### src/rtl/cla_nibble_serial_seq_pkg.sv
// Shared definitions for the nibble-serial CLA sequencer: FSM encoding,
// slice width and a constant-function clog2.
`default_nettype none

package cla_nibble_serial_seq_pkg;

  typedef enum logic [1:0] {
    S_IDLE = 2'd0,
    S_RUN  = 2'd1,
    S_DONE = 2'd2
  } state_t;

  localparam int c_NIB_W = 4;

  function automatic int clog2(input int value);
    int r;
    r = 0;
    for (int i = 0; i < 32; i++) begin
      if ((1 << r) < value) r = r + 1;
    end
    return r;
  endfunction

endpackage

`default_nettype wire

### src/rtl/cla_nibble_serial_seq_if.sv
// Operand/result handshake bundle for cla_nibble_serial_seq.
`default_nettype none

interface cla_nibble_serial_seq_if #(
  parameter int WIDTH = 16
);
  logic             IN_VALID;
  logic             IN_READY;
  logic [WIDTH-1:0] A;
  logic [WIDTH-1:0] B;
  logic             CIN;
  logic             OUT_VALID;
  logic             OUT_READY;
  logic [WIDTH:0]   SUM;
  logic             BUSY;

  modport master (
    output IN_VALID, A, B, CIN, OUT_READY,
    input  IN_READY, OUT_VALID, SUM, BUSY
  );

  modport slave (
    input  IN_VALID, A, B, CIN, OUT_READY,
    output IN_READY, OUT_VALID, SUM, BUSY
  );
endinterface

`default_nettype wire

### src/rtl/cla_nibble_serial_seq_cla.sv
// four_bit_CLA: 4-bit carry-lookahead adder slice, SUM[4] is the carry-out.
`default_nettype none

module four_bit_CLA (
  input  wire logic [3:0] A,
  input  wire logic [3:0] B,
  input  wire logic       C0,
  output logic      [4:0] SUM
);

  logic [3:0] w_g;
  logic [3:0] w_p;
  logic [4:0] w_c;

  assign w_g = A & B;
  assign w_p = A ^ B;

  assign w_c[0] = C0;
  assign w_c[1] = w_g[0] | (w_p[0] & C0);
  assign w_c[2] = w_g[1] | (w_p[1] & w_g[0]) | (w_p[1] & w_p[0] & C0);
  assign w_c[3] = w_g[2] | (w_p[2] & w_g[1]) | (w_p[2] & w_p[1] & w_g[0])
                | (w_p[2] & w_p[1] & w_p[0] & C0);
  assign w_c[4] = w_g[3] | (w_p[3] & w_g[2]) | (w_p[3] & w_p[2] & w_g[1])
                | (w_p[3] & w_p[2] & w_p[1] & w_g[0])
                | (w_p[3] & w_p[2] & w_p[1] & w_p[0] & C0);

  assign SUM = {w_c[4], w_p ^ w_c[3:0]};

endmodule

`default_nettype wire

### src/rtl/cla_nibble_serial_seq.sv
// cla_nibble_serial_seq: WIDTH-bit add through one shared 4-bit CLA, one nibble per clock.
// Optional macro APPROX_LOWER_EN cuts the carry chain below nibble APPROX_NIBS.
`default_nettype none

module cla_nibble_serial_seq
  import cla_nibble_serial_seq_pkg::*;
#(
  parameter int WIDTH       = 16,
  parameter int APPROX_NIBS = 1
) (
  input  wire logic         CLK,
  input  wire logic         RST_N,
  cla_nibble_serial_seq_if.slave bus
);

  localparam int c_NIB  = WIDTH / c_NIB_W;
  localparam int c_IDXW = clog2(c_NIB);
  localparam logic [c_IDXW-1:0] c_LAST_IDX = c_IDXW'(c_NIB - 1);

  if ((WIDTH % c_NIB_W) != 0 || WIDTH < 8) begin : g_bad_width
    $error("cla_nibble_serial_seq: WIDTH must be a multiple of 4 and >= 8");
  end
  if (APPROX_NIBS < 1 || APPROX_NIBS > c_NIB - 1) begin : g_bad_approx
    $error("cla_nibble_serial_seq: APPROX_NIBS out of range 1..WIDTH/4-1");
  end

  state_t              r_state;
  state_t              w_next;
  logic [WIDTH-1:0]    r_a;
  logic [WIDTH-1:0]    r_b;
  logic                r_carry;
  logic [c_IDXW-1:0]   r_idx;
  logic [WIDTH:0]      r_sum;

  logic [3:0]          w_sa;
  logic [3:0]          w_sb;
  logic                w_c0;
  logic [4:0]          w_slice;
  logic                w_last;
  logic                w_in_ready;
  logic                w_out_valid;
  logic                w_busy;

  assign w_sa   = r_a[c_NIB_W*r_idx +: c_NIB_W];
  assign w_sb   = r_b[c_NIB_W*r_idx +: c_NIB_W];
  assign w_last = (r_idx == c_LAST_IDX);

`ifdef APPROX_LOWER_EN
  localparam logic [c_IDXW-1:0] c_APPROX_IDX = c_IDXW'(APPROX_NIBS);
  // Approximate nibbles and the first exact one all see a zero carry-in.
  assign w_c0 = (r_idx <= c_APPROX_IDX) ? 1'b0 : r_carry;
`else
  assign w_c0 = r_carry;
`endif

  four_bit_CLA u_slice (
    .A   (w_sa),
    .B   (w_sb),
    .C0  (w_c0),
    .SUM (w_slice)
  );

  always_ff @(posedge CLK or negedge RST_N) begin
    if (!RST_N) r_state <= S_IDLE;
    else        r_state <= w_next;
  end

  always_comb begin
    w_next = r_state;
    case (r_state)
      S_IDLE:  if (bus.IN_VALID)  w_next = S_RUN;
      S_RUN:   if (w_last)        w_next = S_DONE;
      S_DONE:  if (bus.OUT_READY) w_next = S_IDLE;
      default:                    w_next = S_IDLE;
    endcase
  end

  always_comb begin
    w_in_ready  = (r_state == S_IDLE);
    w_out_valid = (r_state == S_DONE);
    w_busy      = (r_state == S_RUN) || (r_state == S_DONE);
  end

  always_ff @(posedge CLK or negedge RST_N) begin
    if (!RST_N) begin
      r_a     <= '0;
      r_b     <= '0;
      r_carry <= 1'b0;
      r_idx   <= '0;
      r_sum   <= '0;
    end else begin
      case (r_state)
        S_IDLE: begin
          if (bus.IN_VALID) begin
            r_a     <= bus.A;
            r_b     <= bus.B;
            r_carry <= bus.CIN;
            r_idx   <= '0;
          end
        end
        S_RUN: begin
          r_sum[c_NIB_W*r_idx +: c_NIB_W] <= w_slice[3:0];
          r_carry <= w_slice[4];
          r_idx   <= r_idx + 1'b1;
          if (w_last) r_sum[WIDTH] <= w_slice[4];
        end
        default: ;
      endcase
    end
  end

  assign bus.IN_READY  = w_in_ready;
  assign bus.OUT_VALID = w_out_valid;
  assign bus.BUSY      = w_busy;
  assign bus.SUM       = r_sum;

endmodule

`default_nettype wire

### src/flat_wrapper.sv
// flat-port wrapper written by rule: the top's interface ports become plain ports
module cla_nibble_serial_seq_flat import cla_nibble_serial_seq_pkg::*;
#(
  parameter int WIDTH       = 16,
  parameter int APPROX_NIBS = 1
)
  (CLK, RST_N, bus_IN_VALID, bus_A, bus_B, bus_CIN, bus_OUT_READY, bus_IN_READY, bus_OUT_VALID, bus_SUM, bus_BUSY);
  cla_nibble_serial_seq_if #(.WIDTH(WIDTH)) bus_i ();
  input  wire logic CLK;
  input  wire logic RST_N;
  input wire logic [$bits(bus_i.IN_VALID)-1:0] bus_IN_VALID;
  input wire logic [$bits(bus_i.A)-1:0] bus_A;
  input wire logic [$bits(bus_i.B)-1:0] bus_B;
  input wire logic [$bits(bus_i.CIN)-1:0] bus_CIN;
  input wire logic [$bits(bus_i.OUT_READY)-1:0] bus_OUT_READY;
  output wire logic [$bits(bus_i.IN_READY)-1:0] bus_IN_READY;
  output wire logic [$bits(bus_i.OUT_VALID)-1:0] bus_OUT_VALID;
  output wire logic [$bits(bus_i.SUM)-1:0] bus_SUM;
  output wire logic [$bits(bus_i.BUSY)-1:0] bus_BUSY;
  assign bus_i.IN_VALID = bus_IN_VALID;
  assign bus_i.A = bus_A;
  assign bus_i.B = bus_B;
  assign bus_i.CIN = bus_CIN;
  assign bus_i.OUT_READY = bus_OUT_READY;
  assign bus_IN_READY = bus_i.IN_READY;
  assign bus_OUT_VALID = bus_i.OUT_VALID;
  assign bus_SUM = bus_i.SUM;
  assign bus_BUSY = bus_i.BUSY;
  cla_nibble_serial_seq #(.WIDTH(WIDTH), .APPROX_NIBS(APPROX_NIBS)) u_core (.CLK(CLK), .RST_N(RST_N), .bus(bus_i));
endmodule
### config.mk
export PLATFORM = sky130hd
export DESIGN_NAME = cla_nibble_serial_seq_flat
export DESIGN_NICKNAME = d
export VERILOG_FILES = /design/src/rtl/cla_nibble_serial_seq_pkg.sv /design/src/rtl/cla_nibble_serial_seq_if.sv /design/src/rtl/cla_nibble_serial_seq_cla.sv /design/src/rtl/cla_nibble_serial_seq.sv /design/src/flat_wrapper.sv
export SDC_FILE = /design/constraint.sdc
export NUM_CORES = 1
export LEC_CHECK = 0
export ABC_AREA = 0
export CAP_MARGIN = 20
export CORE_ASPECT_RATIO = 1.1
export CORE_MARGIN = 2
export CORE_UTILIZATION = 50
export DETAILED_ROUTE_END_ITERATION = 8
export HOLD_SLACK_MARGIN = 0.03
export PLACE_DENSITY = 0.79
export SLEW_MARGIN = 20
export SYNTH_ARGS = -nofsm -noshare
export SYNTH_HDL_FRONTEND = slang
export SYNTH_SLANG_ARGS = --single-unit
### constraint.sdc
create_clock -name CLK -period 2.93 [get_ports CLK]
set_clock_uncertainty 0.05 [all_clocks]
set_input_delay 0.879 -clock CLK [delete_from_list [all_inputs] [get_ports CLK]]
set_output_delay 0.879 -clock CLK [all_outputs]
set_load 0.01 [all_outputs]
==> results of run 1 <==
[layout make-up]
cell class	count	area, sq um
Clock buffer	7	76.3
Timing Repair Buffer	60	598
Clock inverter	1	30.0
Multi-Input combinational cell	126	1200
Tap cell	58	72.6
Sequential cell	54	1350
Inverter	8	30.0
Fill cell	394	1680
[logic make-up (layout without fill, tap and decap cells)]
family	count (synthesis)	in the layout
and+or+nand+nor	35	35
buffers and inverters	14	76
muxes	42	42
DFF	54	54
AOI/OAI and AO/OA	32	32
adders and majority gates	15	15
xor gates and xnor gates	2	2
[worst min-delay path, delay by kind of cell, from the launching register on]
family | cells | cell delay, ns
AO/OA/AOI/OAI | 1 | 0.05
flip-flops | 1 | 0.35
AND/OR/NAND/NOR | 1 | 0.05
[flip-flops by register name (all words and copies together) (netlist names)]
signal          flops
u_core.r_b         16
u_core.r_state      2
u_core.bus.SUM     17
u_core.r_a         16
u_core.r_carry      1
u_core.r_idx        2
[path summary, 6_finish.rpt]
kind | to | slack (ns) | cells after the start
worst max-delay path | bus_IN_READY | 0.38 | 3
worst min-delay path | u_core.bus.SUM[12] | 0.44 | 2
worst max register to register | u_core.bus.SUM[7] | 0.42 | 6
worst min register to register | u_core.bus.SUM[12] | 0.44 | 2
max in group asynchronous | u_core.r_state[0] | 2.09 | 2
min in group asynchronous | u_core.bus.SUM[7] | 0.50 | 2
[power by group through the flow]
stage          Sequential [mW]  Clock [mW]  Combinational, mW
2_1_floorplan             1.27           0               1.38
3_3_place_gp              1.30           0               1.89
3_5_place_dp              1.32           0               1.95
4_1_cts                   1.30       0.496               1.95
5_1_grt                   1.34       0.528               2.14
6_report                  1.30       0.484               1.93
[per-stage QoR]
stage	setup WS [ns]	util	power [mW]	hold WS (ns)
after floorplan	0.467	-	2.65	0.409
after global placement	0.452	0.646	3.19	0.416
after detailed placement	0.406	0.646	3.27	0.422
after CTS	0.360	0.667	3.75	0.442
after global routing	0.262	0.667	4.01	0.449
final	0.378	0.667	3.71	0.437
[layout by cell type, fill, tap and decap left out, drive strengths merged, types with 2 or more instances in the layout]
cell type / n
nor2: 4
dfrtp: 54
nand3: 3
inv: 8
nand2b: 3
nor2b: 2
mux4: 8
clkdlybuf4s50: 55
o21ai: 5
a21oi: 6
o31ai: 6
or3: 3
buf: 5
clkbuf: 7
mux2: 34
a22o: 5
ha: 14
a32o: 4
nand2: 17
[per-layer routing]
metal / part of all wire / up-vias
li1: - / 824
met1: 0.45 / 848
met2: 0.50 / 47
met3: 0.038 / 7
met4: 0.012 / 0
met5: 0 / -
==> flow_metrics.py, run 1 <==
metrics = {
    "placed_design": {
        "globalplace.congestion": 0.779,
        "dp_cells": 306,
        "place_area_sq_mm": 0.00325,
        "io_buffers": 56,
        "hpwl_um": 3690,
    },
    "clocking": {
        "clock_sinks": 54,
        "postCtsHoldBufs": 0,
        "clk_pin_slew_ns": 0.09,
        "worstSkewPairLatency_ns": 0.30,
        "cts-root-buf": "clkbuf_8",
        "post_cts_resized": 0,
        "cts_buffers": 5,
        "cts_tree": "built",
        "cts_buffer_depth": 2,
        "htreeDepth": 2,
        "post-cts-setup-buffers": 0,
    },
    "worst_setup_path": {
        "path_class": "flip-flop to primary output",
        "crit_path_max_fanout": 6,
        "critPathTopFamily": "buffers and inverters",
        "endpoint_kind": "primary output",
        "slowest_stage": "clkdlybuf4s50_1",
        "path_buf_inv": 2,
        "path_cells": "inv_1, ha_1, clkdlybuf4s50_1",
        "critical_path_required_ns": 2.00,
        "slowest_delay_ns": 0.57,
        "startpoint_type": "flip-flop",
        "timing.rr.start": "u_core.r_idx[0]",
        "worstPathArrival_ns": 1.62,
        "startpoint": "u_core.r_state[0]",
    },
    "synthesis": {
        "ys_seq_area_frac": 0.518,
        "syn_nets": 246,
        "synth_compound_area_frac": 0.0911,
        "synth_top_family_by_area": "multiplexers",
        "synth_area_sq_mm": 0.00261,
        "synth_area_leaders": "dfrtp_1 52%, mux2_1 14%, mux4_2 6.9%",
        "ys_types": 37,
        "synthAdderAreaFrac": 0.0748,
        "yosysTopAreaCellShare": 0.518,
        "ys_warn_count": 0,
        "synth_xor_area_frac": 0.00959,
        "synth_edf_count": 0,
        "ys.flop_type": "dfrtp_1",
        "syn-instance-count": 194,
        "yosys_register_bits": 54,
        "yosys.area_share.simple": 0.0676,
        "synth.most_common_cell": "dfrtp_1",
        "yosysTopAreaCell": "dfrtp_1",
        "muxShareOfSynthArea": 0.216,
        "synthTopCellsByCount": "54 x dfrtp_1, 33 x mux2_1, 17 x nand2_1, 14 x ha_1, 8 x mux4_2",
        "async_flop_share": 1.00,
        "avgSynthCellArea_sq_um": 13.5,
    },
    "pwr": {
        "pwr-share-seq": 0.350,
        "intPower_mw": 2.32,
        "power_density_mw_per_mm2": 1110,
        "p_leak_nw": 1.41,
        "p_sw_mw": 1.39,
        "switching_share": 0.374,
        "clock_power_share": 0.130,
        "ir_drop_v": 0.000421,
        "comb_power_share": 0.520,
    },
    "die": {
        "core_sq_mm": 0.00503,
        "die_w_um": 72.9,
        "die_area_sq_mm": 0.00581,
        "io_pins": 57,
        "die_h_um": 79.8,
        "start_util": 0.519,
        "rows": 27,
    },
    "detailed_routing": {
        "drc": 0,
        "routed_wl_um": 4760,
        "routedWlPerCell_um": 15.2,
        "first_iter_violations": 61,
        "vias": 1726,
        "antenna_left": 0,
        "vias_per_cell": 5.50,
        "dr.pass1.iters": 4,
    },
    "sta": {
        "hold_violations": 0,
        "timing.fmax_ghz": 0.392,
        "tightest_slew_ns": 0.411,
        "maxSlewHeadroom": 0.726,
        "fin_tns_setup_ns": 0,
        "rsz0062_at_grt": "false",
        "slew_violations": 0,
        "fin_crit_sh": 0.871,
        "layout_min_cycle_time_ns": 2.55,
        "finalSetupViolCount": 0,
    },
    "grt": {
        "busiest_layer": "met2",
        "grt_max_degree": 55,
        "grt-ovfl-total": 0,
        "track_usage": 0.183,
        "use_met2": 0.308,
        "grt_pass1_wl_um": 8180,
        "antenna_found_initial": 0,
        "first_global_vias": 1799,
        "use_met1": 0.236,
        "met3_usage": 0.0379,
    },
    "flow_run": {
        "max_cap_violations": 0,
    },
    "run_status": {
        "status": "finished, final reports clean",
    },
    "worst_hold_path": {
        "min_path_type": "flip-flop to flip-flop",
        "min_from": "u_core.bus.SUM[12]",
    },
    "finish": {
        "syn_to_final_growth_pct": 28.6,
        "nets": 307,
        "diodes": 0,
        "layout-drive-gt1-share": 0.105,
        "instances_no_fill": 314,
        "stdcell_area_sq_mm": 0.00336,
    },
}
Note: power is estimated with default switching activity, not from simulation.
==> run 2: changes to the inputs <==
--- a/config.mk
+++ b/config.mk
@@ -8,10 +8,10 @@
 export ABC_AREA = 0
 export CAP_MARGIN = 20
 export CORE_ASPECT_RATIO = 1.1
-export CORE_MARGIN = 2
+export CORE_MARGIN = 1
 export CORE_UTILIZATION = 50
 export DETAILED_ROUTE_END_ITERATION = 8
-export HOLD_SLACK_MARGIN = 0.03
+export HOLD_SLACK_MARGIN = 0.02
 export PLACE_DENSITY = 0.79
 export SLEW_MARGIN = 20
 export SYNTH_ARGS = -nofsm -noshare
==> run 2 against run 1 <==
Against the previous run: the run now ends with DRC left; worst setup slack got worse by 0.13 ns; count of clock-buffer cells in the layout stayed put; global-route usage increased by 1.3 points; non-clock buffer count unchanged; die area fell by 5.2%; maximum frequency decreased by 4.7%; sequential cell count unchanged; routed wire length increased by 1.7%.
==> flow_metrics.py, run 2 (synthesis gave the netlist of run 1 again) <==
metrics = {
    "sta": {
        "hold_violations": 0,
        "whs_ns": 0.340,
        "setup_ws_ns": 0.251,
        "rsz0062_at_grt": "false",
        "tightest_slew_ns": 0.581,
        "timing.fmax_ghz": 0.373,
        "finalSetupViolCount": 0,
        "fin_crit_sh": 0.914,
        "maxSlewHeadroom": 0.613,
        "layout_min_cycle_time_ns": 2.68,
        "fin_tns_setup_ns": 0,
        "slew_violations": 0,
    },
    "clocking": {
        "post-cts-setup-buffers": 0,
        "worstSkewPairLatency_ns": 0.30,
        "clock_sinks": 54,
        "cts_tree": "built",
        "post_cts_resized": 0,
        "cts_buffers": 5,
        "cts-root-buf": "clkbuf_8",
        "clk_pin_slew_ns": 0.09,
        "postCtsHoldBufs": 0,
        "cts_buffer_depth": 2,
        "htreeDepth": 2,
    },
    "finish": {
        "largest_register_ffs": 17,
        "area.sequential_sq_mm": 0.00135,
        "diodes": 0,
        "instances_no_fill": 314,
        "layout_commonest_cell": "clkdlybuf4s50_1",
        "final_cell_mix": "55 x clkdlybuf4s50_1, 54 x dfrtp_1, 33 x mux2_1",
        "layout-drive-gt1-share": 0.109,
        "stdcell_area_sq_mm": 0.00333,
        "syn_to_final_growth_pct": 27.5,
        "fillerInstances": 377,
        "multiInputGateArea_sq_mm": 0.00120,
        "nets": 307,
    },
    "detailed_routing": {
        "antenna_left": 0,
        "routed_wl_um": 4840,
        "first_iter_violations": 81,
        "drc": 4,
        "vias": 1727,
        "vias_per_cell": 5.50,
        "routedWlPerCell_um": 15.4,
        "dr.pass1.iters": 6,
    },
    "worst_hold_path": {
        "min_path_type": "input port to asynchronous set/reset pin",
    },
    "worst_setup_path": {
        "endpoint_kind": "flip-flop",
        "crit_path_max_fanout": 9,
        "startpoint_type": "flip-flop",
        "critical_path_required_ns": 3.08,
        "path_class": "flip-flop to flip-flop",
        "worstPathArrival_ns": 2.83,
    },
    "placed_design": {
        "io_buffers": 56,
        "place_area_sq_mm": 0.00324,
        "globalplace.congestion": 0.805,
        "dp_cells": 306,
        "hpwl_um": 3710,
        "pre_cts_ws_ns": 0.211,
    },
    "die": {
        "io_pins": 57,
        "die_area_sq_mm": 0.00551,
        "core_sq_mm": 0.00500,
        "start_util": 0.522,
        "die_w_um": 70.9,
        "rows": 27,
        "die_h_um": 77.8,
    },
    "grt": {
        "grt-ovfl-total": 0,
        "grt_max_degree": 34,
        "grt_pass1_wl_um": 8300,
        "track_usage": 0.196,
        "first_global_vias": 1795,
        "antenna_found_initial": 0,
    },
    "run_status": {
        "status": "finished, violations left",
        "failed_checks": "DRC",
    },
    "pwr": {
        "ir_drop_v": 0.000470,
        "power_density_mw_per_mm2": 1100,
        "p_leak_nw": 1.40,
    },
    "flow_run": {
        "max_cap_violations": 0,
    },
}
-- run 2: report_power, final --
group          internal (mW)  switching, mW  leakage [nW]
sequential              1.08          0.228         0.671
clock                  0.191          0.230        0.0482
combinational          0.986          0.958         0.685
-- run 2: worst max-delay path, stage by stage (launching register included) --
cell      delay (ns)
dfrtp_1         0.68
mux4_2          0.61
ha_1            0.35
a211oi_1        0.33
o21bai_2        0.16
xor2_2          0.19
a22o_1          0.22
-- run 2: final cells by class --
class                      count  share of cell area
inverter                       8             0.00902
clock buffer                   7              0.0259
multi-input combinational    126               0.360
sequential                    54               0.406
tap                           58              0.0218
timing repair buffer          60               0.176
clock inverter                 1             0.00150
-- run 2: path summary, 6_finish.rpt --
check / start / cells past startpoint / to / slack, ns
worst min-delay path: RST_N / 1 / u_core.bus.SUM[3] / 0.34
min in group CLK: u_core.bus.SUM[13] / 2 / u_core.bus.SUM[13] / 0.44
worst min register to register: u_core.bus.SUM[13] / 2 / u_core.bus.SUM[13] / 0.44
worst max-delay path: u_core.r_idx[0] / 6 / u_core.bus.SUM[11] / 0.25
worst max register to register: u_core.r_idx[0] / 6 / u_core.bus.SUM[11] / 0.25
max in group asynchronous: RST_N / 2 / u_core.r_b[3] / 1.90
-- run 2: routing by layer --
metal,global-route usage,vias to the layer above,share of wire
met4,0.0660,0,0.0060
met2,0.328,55,0.50
met5,0,-,0
met1,0.250,842,0.45
li1,-,828,-
met3,0.0455,2,0.045
-- run 2: per-stage QoR --
stage,utilization,total power [mW]
after floorplan,-,2.65
after global placement,0.647,3.18
after detailed placement,0.647,3.27
after CTS,0.666,3.69
after global routing,0.666,3.96
final,0.666,3.67
